## src/rtl/mc_ctrl_pkg.sv

```systemverilog
// Shared definitions for the multicycle RISC-V main control FSM:
// state codes, opcode constants, ALUOp codes and the control vector.
package mc_ctrl_pkg;

    typedef enum logic [3:0] {
        S_FETCH    = 4'd0,
        S_DECODE   = 4'd1,
        S_MEMADR   = 4'd2,
        S_MEMREAD  = 4'd3,
        S_MEMWB    = 4'd4,
        S_MEMWRITE = 4'd5,
        S_EXECR    = 4'd6,
        S_ALUWB    = 4'd7,
        S_EXECI    = 4'd8,
        S_JAL      = 4'd9,
        S_BEQ      = 4'd10,
        S_FAULT    = 4'd11
    } state_t;

    localparam logic [6:0] OP_LW  = 7'b0000011;
    localparam logic [6:0] OP_SW  = 7'b0100011;
    localparam logic [6:0] OP_R   = 7'b0110011;
    localparam logic [6:0] OP_I   = 7'b0010011;
    localparam logic [6:0] OP_BEQ = 7'b1100011;
    localparam logic [6:0] OP_JAL = 7'b1101111;

    localparam logic [1:0] ALUOP_ADD   = 2'b00;
    localparam logic [1:0] ALUOP_SUB   = 2'b01;
    localparam logic [1:0] ALUOP_FUNCT = 2'b10;

    typedef struct packed {
        logic       pc_update;
        logic       branch;
        logic       ir_write;
        logic       reg_write;
        logic       mem_write;
        logic       adr_src;
        logic [1:0] result_src;
        logic [1:0] alu_src_a;
        logic [1:0] alu_src_b;
        logic [1:0] alu_op;
        logic       instr_done;
        logic       fault;
    } ctrl_t;

endpackage

```

## src/rtl/mc_ctrl_out_dec.sv

```systemverilog
// Moore output decode: state -> control vector.
// Ports: state (in, current state), ctrl (out, control vector).
module mc_ctrl_out_dec
    import mc_ctrl_pkg::*;
(
    input  state_t state,
    output ctrl_t  ctrl
);

    always_comb begin
        ctrl = '0;
        case (state)
            S_FETCH: begin
                ctrl.ir_write   = 1'b1;
                ctrl.alu_src_b  = 2'b10;
                ctrl.alu_op     = ALUOP_ADD;
                ctrl.result_src = 2'b10;
                ctrl.pc_update  = 1'b1;
            end
            S_DECODE: begin
                ctrl.alu_src_a = 2'b01;
                ctrl.alu_src_b = 2'b01;
                ctrl.alu_op    = ALUOP_ADD;
            end
            S_MEMADR: begin
                ctrl.alu_src_a = 2'b10;
                ctrl.alu_src_b = 2'b01;
                ctrl.alu_op    = ALUOP_ADD;
            end
            S_MEMREAD: begin
                ctrl.adr_src = 1'b1;
            end
            S_MEMWB: begin
                ctrl.result_src = 2'b01;
                ctrl.reg_write  = 1'b1;
                ctrl.instr_done = 1'b1;
            end
            S_MEMWRITE: begin
                ctrl.adr_src    = 1'b1;
                ctrl.mem_write  = 1'b1;
                ctrl.instr_done = 1'b1;
            end
            S_EXECR: begin
                ctrl.alu_src_a = 2'b10;
                ctrl.alu_src_b = 2'b00;
                ctrl.alu_op    = ALUOP_FUNCT;
            end
            S_EXECI: begin
                ctrl.alu_src_a = 2'b10;
                ctrl.alu_src_b = 2'b01;
                ctrl.alu_op    = ALUOP_FUNCT;
            end
            S_ALUWB: begin
                ctrl.reg_write  = 1'b1;
                ctrl.instr_done = 1'b1;
            end
            S_BEQ: begin
                ctrl.alu_src_a  = 2'b10;
                ctrl.alu_op     = ALUOP_SUB;
                ctrl.branch     = 1'b1;
                ctrl.instr_done = 1'b1;
            end
            S_JAL: begin
                ctrl.alu_src_a = 2'b01;
                ctrl.alu_src_b = 2'b10;
                ctrl.pc_update = 1'b1;
            end
            S_FAULT: begin
                ctrl.fault = 1'b1;
            end
            default: ctrl = '0;
        endcase
    end

endmodule

```

## src/rtl/mc_main_fsm.sv

```systemverilog
// Multicycle RISC-V main control FSM (next-state logic, wait counter).
// Ports: CLK, RST (sync active-low), op, Zero, MemReady -> datapath
// enables/selects, InstrDone pulse, sticky Fault, debug State.
// Option: define MC_MEM_WAIT_EN to hold FETCH/MEMREAD/MEMWRITE until
// MemReady, with a WAIT_MAX-cycle timeout into FAULT.
module mc_main_fsm
    import mc_ctrl_pkg::*;
#(
    parameter int WAIT_MAX = 15
) (
    input  logic       CLK,
    input  logic       RST,
    input  logic [6:0] op,
    input  logic       Zero,
    input  logic       MemReady,
    output logic       PCWrite,
    output logic       IRWrite,
    output logic       RegWrite,
    output logic       MemWrite,
    output logic       AdrSrc,
    output logic [1:0] ResultSrc,
    output logic [1:0] ALUSrcA,
    output logic [1:0] ALUSrcB,
    output logic [1:0] ALUOp,
    output logic       InstrDone,
    output logic       Fault,
    output logic [3:0] State
);

    localparam logic [7:0] WAIT_LIM = 8'(WAIT_MAX);

    state_t state_q, state_d;
    ctrl_t  ctrl;

`ifdef MC_MEM_WAIT_EN
    logic [7:0] cnt_q, cnt_d;
    logic [7:0] cnt_inc;
    logic       in_wait_state;
`else
    logic [8:0] mem_unused;
    assign mem_unused = {MemReady, WAIT_LIM};
`endif

    always_comb begin
        state_d = state_q;
        case (state_q)
            S_FETCH: state_d = S_DECODE;
            S_DECODE: begin
                unique case (1'b1)
                    (op == OP_LW) || (op == OP_SW): state_d = S_MEMADR;
                    op == OP_R:   state_d = S_EXECR;
                    op == OP_I:   state_d = S_EXECI;
                    op == OP_BEQ: state_d = S_BEQ;
                    op == OP_JAL: state_d = S_JAL;
                    default:      state_d = S_FAULT;
                endcase
            end
            // op is re-sampled here to choose the access direction
            S_MEMADR:   state_d = (op == OP_SW) ? S_MEMWRITE : S_MEMREAD;
            S_MEMREAD:  state_d = S_MEMWB;
            S_EXECR,
            S_EXECI,
            S_JAL:      state_d = S_ALUWB;
            S_MEMWB,
            S_MEMWRITE,
            S_ALUWB,
            S_BEQ:      state_d = S_FETCH;
            S_FAULT:    state_d = S_FAULT;
            default:    state_d = S_FAULT;
        endcase

`ifdef MC_MEM_WAIT_EN
        // Counter clears on MemReady or any state change; a hold that
        // would bring it to WAIT_MAX times out into FAULT instead.
        cnt_d         = '0;
        cnt_inc       = cnt_q + 8'd1;
        in_wait_state = (state_q == S_FETCH) ||
                        (state_q == S_MEMREAD) ||
                        (state_q == S_MEMWRITE);
        if (in_wait_state && !MemReady) begin
            if (cnt_inc >= WAIT_LIM) begin
                state_d = S_FAULT;
            end else begin
                state_d = state_q;
                cnt_d   = cnt_inc;
            end
        end
`endif
    end

    always_ff @(posedge CLK) begin
        if (!RST) begin
            state_q <= S_FETCH;
`ifdef MC_MEM_WAIT_EN
            cnt_q   <= '0;
`endif
        end else begin
            state_q <= state_d;
`ifdef MC_MEM_WAIT_EN
            cnt_q   <= cnt_d;
`endif
        end
    end

    mc_ctrl_out_dec u_dec (
        .state (state_q),
        .ctrl  (ctrl)
    );

    assign PCWrite   = ctrl.pc_update | (ctrl.branch & Zero);
    assign IRWrite   = ctrl.ir_write;
    assign RegWrite  = ctrl.reg_write;
    assign MemWrite  = ctrl.mem_write;
    assign AdrSrc    = ctrl.adr_src;
    assign ResultSrc = ctrl.result_src;
    assign ALUSrcA   = ctrl.alu_src_a;
    assign ALUSrcB   = ctrl.alu_src_b;
    assign ALUOp     = ctrl.alu_op;
    assign Fault     = ctrl.fault;
    assign State     = state_q;

`ifdef MC_MEM_WAIT_EN
    // A store only completes once memory accepts it.
    assign InstrDone = ctrl.instr_done &
                       ((state_q != S_MEMWRITE) | MemReady);
`else
    assign InstrDone = ctrl.instr_done;
`endif

endmodule

```

## config.mk

```make
export PLATFORM = sky130hd
export DESIGN_NAME = mc_main_fsm
export DESIGN_NICKNAME = d
export VERILOG_FILES = /design/src/rtl/mc_ctrl_pkg.sv /design/src/rtl/mc_ctrl_out_dec.sv /design/src/rtl/mc_main_fsm.sv
export SDC_FILE = /design/constraint.sdc
export NUM_CORES = 1
export LEC_CHECK = 0
export BUFFER_PORTS_ARGS = -buffer_cell sky130_fd_sc_hd__buf_2
export CAP_MARGIN = 20
export CORE_MARGIN = 2
export CORE_UTILIZATION = 41
export CTS_BUF_LIST = sky130_fd_sc_hd__clkbuf_2 sky130_fd_sc_hd__clkbuf_4 sky130_fd_sc_hd__clkbuf_8
export CTS_CLUSTER_DIAMETER = 120
export DETAILED_ROUTE_END_ITERATION = 12
export PLACE_DENSITY_LB_ADDON = 0.08
export SLEW_MARGIN = 30
export SYNTH_ARGS = -nofsm -noshare
export SYNTH_HDL_FRONTEND = slang
export SYNTH_HIERARCHICAL = 1
export SYNTH_SLANG_ARGS = --single-unit
```

## constraint.sdc

```tcl
create_clock -name CLK -period 1.2 [get_ports CLK]
set_input_delay 0.12 -clock CLK [delete_from_list [all_inputs] [get_ports CLK]]
set_output_delay 0.12 -clock CLK [all_outputs]
set_load 0.1 [all_outputs]
```

==> reports/results.tsv, run 1 <==
stage	metric	value	unit
synth	count of cell types in the netlist	36	
synth	synth cell count leaders	nor3_1 (7), nor2_1 (5)	
synth	top-count cell post-synth	nor3_1	
placement	RePlAce Congestion	0.828	
die	die width	41.1	um
synth	top cells by area, synth	dfxtp_1 (14%), buf_6 (8.0%), nor3_1 (6.2%), nor2b_1 (4.4%), nor4_2 (4.4%)	
outcome	Run Error	[ERROR DPL-0038] Utilization greater than 100%, impossible to legalize	
synth	FFs w/ async S/R, synth	0	%
synth	Seq/Total Area, Yosys	14.2	%
synth	Synth area leader	dfxtp_1	
synth	Synth Area per Inst	7.82	sq um
synth	Synthesized Nets	83	
die	I/O pins	30	
synth	mapped cell area	563	sq um
outcome	status	did not finish	
synth	Post-synth EDFFs	0	
synth	Synth top area share	14.2	%
synth	main flop type after synthesis	dfxtp_1	
die	initial core utilization	43.8	%
synth	Post-Synthesis Cells	72	
placement	# port buffers	28	
synth	yosys warns	6	
die	Die H	41.1	um
outcome	Stopped at	detailed placement (3_5_place_dp)	
die	Site Rows	13	
synth	flop and latch count out of synthesis	4	
## kinds of logic after synthesis
| kind of cell | count (synthesis) | synth area share (%) |
|---|---|---|
| buf+inv | 12 | 15.3 |
| simple gates | 34 | 40.4 |
| xor+xnor | 2 | 3.11 |
| compound gates | 19 | 24.2 |
| mux | 1 | 2.67 |
| flops | 4 | 14.2 |
## per-stage QoR
step / worst slack (ps) / hold slack, ps / instance area [sq um]
floorplan: -1080 / 222 / 763
global placement: -67.9 / 367 / 1290
==> run 2: changes to the inputs <==
- CORE_AREA: default -> 2 2 63 65
- CORE_MARGIN: 2 -> default
- CORE_UTILIZATION: 41 -> default
- CTS_BUF_LIST: sky130_fd_sc_hd__clkbuf_2 sky130_fd_sc_hd__clkbuf_4 sky130_fd_sc_hd__clkbuf_8 -> default
- CTS_CLUSTER_DIAMETER: 120 -> default
- DIE_AREA: default -> 0 0 65 67
- PLACE_DENSITY_LB_ADDON: 0.08 -> 0.15
- clock period: 1.2 -> 1.6 ns (I/O delays scaled with it)
==> run 2 against run 1 <==
The flow now finishes without violations. Synthesized cell count stayed put. Area after synthesis stayed put.
==> reports/results.tsv, run 2 <==
stage	metric	value	unit
die	I/O pins	30	
min_path	hold path startpoint	RST	
synth	count of cell types in the netlist	36	
timing	slew at the pin closest to its max-slew limit	487	ps
timing	max-slew violations	0	
synth	Synth Area per Inst	7.82	sq um
synth	Synth top area share	14.2	%
synth	main flop type after synthesis	dfxtp_1	
cells_and_area	area delta synth->final	118	%
synth	top-count cell post-synth	nor3_1	
timing	Rel. slew slack	67.8	%
clock_tree	# hold bufs at CTS	0	
synth	Post-synth EDFFs	0	
global_route	Tot GR Track Use	7.62	%
clock_tree	clk root buf	clkbuf_8	
placement	RePlAce Congestion	0.731	
setup_path	Crit Path Category	flop to primary output	
setup_path	WP data required	1440	ps
timing	unrepaired setup endpoints after global routing	no	
synth	top cells by area, synth	dfxtp_1 (14%), buf_6 (8.0%), nor3_1 (6.2%), nor2b_1 (4.4%), nor4_2 (4.4%)	
global_route	via count of the first global-routing pass	566	
cells_and_area	max reg flops	4	
detailed_routing	DR pass1 iterations	3	
die	core box area	3610	sq um
min_path	Hold Crit Class	primary input to flop	
clock_tree	CTS clock-pin slew for the worst setup and hold paths	30	ps
synth	flop and latch count out of synthesis	4	
cells_and_area	Layout Nets	120	
setup_path	critical path launch point type	flop	
cells_and_area	commonest cells after routing, fill and taps aside	buf_12 (15), buf_2 (13), buf_4 (11)	
die	Die Footprint	4360	sq um
die	die width	65	um
outcome	status	finished, final reports clean	
timing	final hold viol count	0	
synth	Synth area leader	dfxtp_1	
cells_and_area	# diodes	0	
clock_tree	cts bufs inserted	3	
setup_path	reg-to-reg slack, setup	220	ps
placement	# port buffers	28	
detailed_routing	Total Wirelength	1610	um
placement	hpwl dp	1300	um
detailed_routing	Routed wire per std cell	10.4	um
cells_and_area	layout cell share with drive strength beyond 1	66.4	%
detailed_routing	DRC viols	0	
setup_path	Critical Path Sink Type	primary output	
die	initial core utilization	15.6	%
global_route	first-pass GRT wire length	2600	um
flow_run	max-capacitance violation count	0	
setup_path	CP max FO	11	
timing	period utilization	96.4	%
synth	Synthesized Nets	83	
timing	final setup vio count	0	
detailed_routing	drt first-iter violations	3	
synth	synth cell count leaders	nor3_1 (7), nor2_1 (5)	
detailed_routing	vias per cell	4.20	
global_route	largest net degree at the start of global routing	16	
die	Die H	67	um
die	Site Rows	22	
synth	Seq/Total Area, Yosys	14.2	%
cells_and_area	most common cell after layout, fill and taps aside	buf_12	
timing	Peak Freq	648	MHz
synth	mapped cell area	563	sq um
clock_tree	clk buf depth	2	
setup_path	Crit. Startpoint	State[0]	
setup_path	Worst R2R Start	State[0]	
clock_tree	worst skew pair latency	210	ps
timing	Final min period	1540	ps
clock_tree	CTS tree	done	
synth	yosys warns	6	
global_route	initial antenna violation count	0	
detailed_routing	Detail Route Antenna Nets	0	
synth	Post-Synthesis Cells	72	
clock_tree	Clock Sinks	4	
synth	FFs w/ async S/R, synth	0	%
timing	worst clock skew	1.63	ps
global_route	total gr overflow	0	
timing	PnR worst setup slack	57.1	ps
detailed_routing	detailed-route via count	651	
placement	dpl ws	183	ps
timing	Fin Hold WS	197	ps
setup_path	arrival time worst endpoint	1380	ps
clock_tree	H-tree Lvls	1	
run 2: cell counts after synthesis:
Identical to the previous run, type by type.
run 2: cell families (layout without fill, tap and decap cells):
kind of cell    count (synthesis)  after routing  synth area share (%)
xor+xnor                        2              2                  3.11
simple gates                   34             34                  40.4
compound gates                 19             19                  24.2
mux                             1              1                  2.67
buf+inv                        12             47                  15.3
flops                           4              4                  14.2
run 2: worst max-delay path, stage by stage (launching register included):
cell and delay [ps]:
dfxtp_4 380, buf_4 170, nor4_4 390, buf_12 230
run 2: path summary, 6_finish.rpt:
path,end,depth (start not counted)
worst max-delay path,ResultSrc[1],3
worst min-delay path,State[2],3
worst max register to register,State[1],4
worst min register to register,State[3],3
run 2: through the flow:
step | instances | utilization (%) | setup TNS [ps] | instance area (sq um)
floorplan | 72 | - | -4710 | 748
global placement | 145 | 31.1 | 0 | 1120
detailed placement | 145 | 31.1 | 0 | 1120
CTS | 149 | 32.6 | 0 | 1170
global route | 155 | 34.0 | 0 | 1230
finish | 155 | 34.0 | 0 | 1230
run 2: timing repair:
action,in CTS,in global routing
gates resized for setup,1,2
endpoints found under the setup margin,2,5
pin swaps,1,2
buffers inserted,1,6
run 2: final cells by class:
class	count	area [sq um]
fill	376	2380
multi-input combinational	56	556
inverter	4	15.0
sequential	4	95.1
clock buffer	3	41.3
timing repair buffer	40	459
tap	48	60.1
run 2: metal layers:
layer | vias to the layer above | global-route usage, % | wire length [um]
met5 | - | 0 | 0
met4 | 0 | 2.39 | 0
met3 | 0 | 1.69 | 112
met2 | 23 | 13.9 | 793
met1 | 295 | 8.78 | 704
li1 | 333 | - | -
Power of run 2 is not shown: default switching activity piles up to over one toggle a cycle in this logic, so the estimate is an artifact.
==> run 3: changes to the inputs <==
- clock period: 1.6 -> 1.5 ns (I/O delays scaled with it)
==> run 3 against run 2 <==
The flow now finishes with violations (negative setup slack). Cell area rose by 3.9%. Wire length rose by 4.0%. Flip-flop and latch count did not move. Critical path depth did not move. Utilization rose by 1.3 points. Count of clock-buffer cells in the layout did not move. Worst hold slack got worse by 14 ps. First-iteration DRC count rose to 3.0 times the previous value. Cell count rose by 0.65%. Clock skew fell by 1.1 ps. Sequential share of layout area fell by 0.29 points. Global-route usage rose by 0.93 points. Critical path type unchanged. Highest routed layer is now met4.
==> reports/results.tsv, run 3 (synthesis gave the netlist of run 2 again) <==
stage	metric	value	unit
outcome	status	finished with violations	
outcome	failing checks	negative setup slack	
setup_path	CP endpoint	ALUOp[1]	
min_path	worst hold path depth	3	
clock_tree	Clock Sinks	4	
placement	RePlAce Congestion	0.773	
global_route	initial antenna violation count	0	
clock_tree	worst skew pair latency	210	ps
detailed_routing	drt first-iter violations	9	
die	core box area	3610	sq um
placement	hpwl dp	1380	um
timing	final hold viol count	0	
flow_run	max-capacitance violation count	0	
setup_path	Crit. Startpoint	State[3]	
clock_tree	cts bufs inserted	3	
detailed_routing	Detail Route Antenna Nets	0	
setup_path	R2R depth	4	
clock_tree	CTS tree	done	
timing	Rel. slew slack	67.7	%
cells_and_area	area delta synth->final	126	%
placement	# port buffers	28	
clock_tree	clk root buf	clkbuf_8	
clock_tree	CTS clock-pin slew for the worst setup and hold paths	30	ps
timing	slew at the pin closest to its max-slew limit	488	ps
global_route	largest net degree at the start of global routing	11	
detailed_routing	Total Wirelength	1670	um
die	Die H	67	um
die	die width	65	um
die	Site Rows	22	
placement	dpl ws	105	ps
detailed_routing	DRC viols	0	
timing	PnR worst setup slack	-8.64	ps
setup_path	CP max FO	7	
setup_path	Crit Path Category	flop to primary output	
cells_and_area	Layout Nets	121	
global_route	total gr overflow	0	
setup_path	WP data required	1350	ps
detailed_routing	detailed-route via count	665	
timing	Final min period	1510	ps
clock_tree	# hold bufs at CTS	0	
cells_and_area	most common cell after layout, fill and taps aside	buf_12	
global_route	first-pass GRT wire length	2870	um
timing	final setup vio count	1	
timing	worst clock skew	0.501	ps
global_route	most congested layer reported by global routing	met2	
die	I/O pins	30	
timing	Peak Freq	663	MHz
detailed_routing	Routed wire per std cell	10.7	um
setup_path	reg-to-reg slack, setup	120	ps
setup_path	Critical Path Sink Type	primary output	
detailed_routing	vias per cell	4.26	
global_route	grt met2 use	14.7	%
global_route	Tot GR Track Use	8.55	%
global_route	M3 GR Usage	1.69	%
timing	max-slew violations	0	
timing	unrepaired setup endpoints after global routing	yes	
clock_tree	clk buf depth	2	
detailed_routing	DR pass1 iterations	3	
die	Die Footprint	4360	sq um
min_path	Hold Crit Class	primary input to flop	
global_route	via count of the first global-routing pass	668	
timing	period utilization	101	%
cells_and_area	max reg flops	4	
die	initial core utilization	15.6	%
cells_and_area	# diodes	0	
clock_tree	H-tree Lvls	1	
setup_path	arrival time worst endpoint	1360	ps
setup_path	reg2reg end	State[1]	
setup_path	critical path launch point type	flop	
global_route	met1 Track Usage GR	9.29	%
cells_and_area	commonest cells after routing, fill and taps aside	buf_12 (17), buf_2 (12), buf_4 (9)	
cells_and_area	layout cell share with drive strength beyond 1	66.7	%
setup_path	Worst R2R Start	State[0]	
==> run 3: how the worst min path moves through the flow <==
stage | from | endpoint | slack [ps]
6_report | RST | State[2] | 180
5_1_grt | RST | State[3] | 200
4_1_cts | RST | State[2] | 180
3_5_place_dp | RST | State[2] | 410
3_3_place_gp | RST | State[2] | 400
2_1_floorplan | RST | State[2] | 250
==> run 3: cell type report <==
cell class              count  area [sq um]
multi-input cells          56           561
inverters                   4          15.0
clock buffers               3          41.3
repair buffers             41           502
well taps                  48          60.1
flip-flops and latches      4          95.1
fillers                   379          2330
==> run 3: critical path, cell delays in order (launching register included) <==
cell and delay [ps]:
dfxtp_4 380, or3b_4 400, a21oi_4 180, buf_12 190
==> run 3: repair_timing <==
item                                    4_1_cts  5_1_grt
pin swaps                                     4        5
endpoints found under the setup margin        8       10
endpoints found under the hold margin         0        0
resized for setup                             1        6
setup buffers                                 3        3
==> run 3: through the flow <==
step	setup TNS, ps	instances	cell area [sq um]	hold slack [ps]	utilization (%)
5_1_grt	-163	156	1270	200	35.3
3_3_place_gp	0	147	1160	405	32.3
2_1_floorplan	-6060	72	748	252	-
3_5_place_dp	0	147	1160	409	32.3
6_report	-8.64	156	1270	184	35.3
4_1_cts	-93.3	153	1230	182	34.2
==> run 3: routing by layer <==
metal	wire length, um	up-vias	share of wire [%]
met5	0	-	0
met4	27	0	1.6
met3	130	2	7.8
met2	853	25	51
met1	662	306	40
li1	-	332	-
Power of run 3 is left out for the same reason.
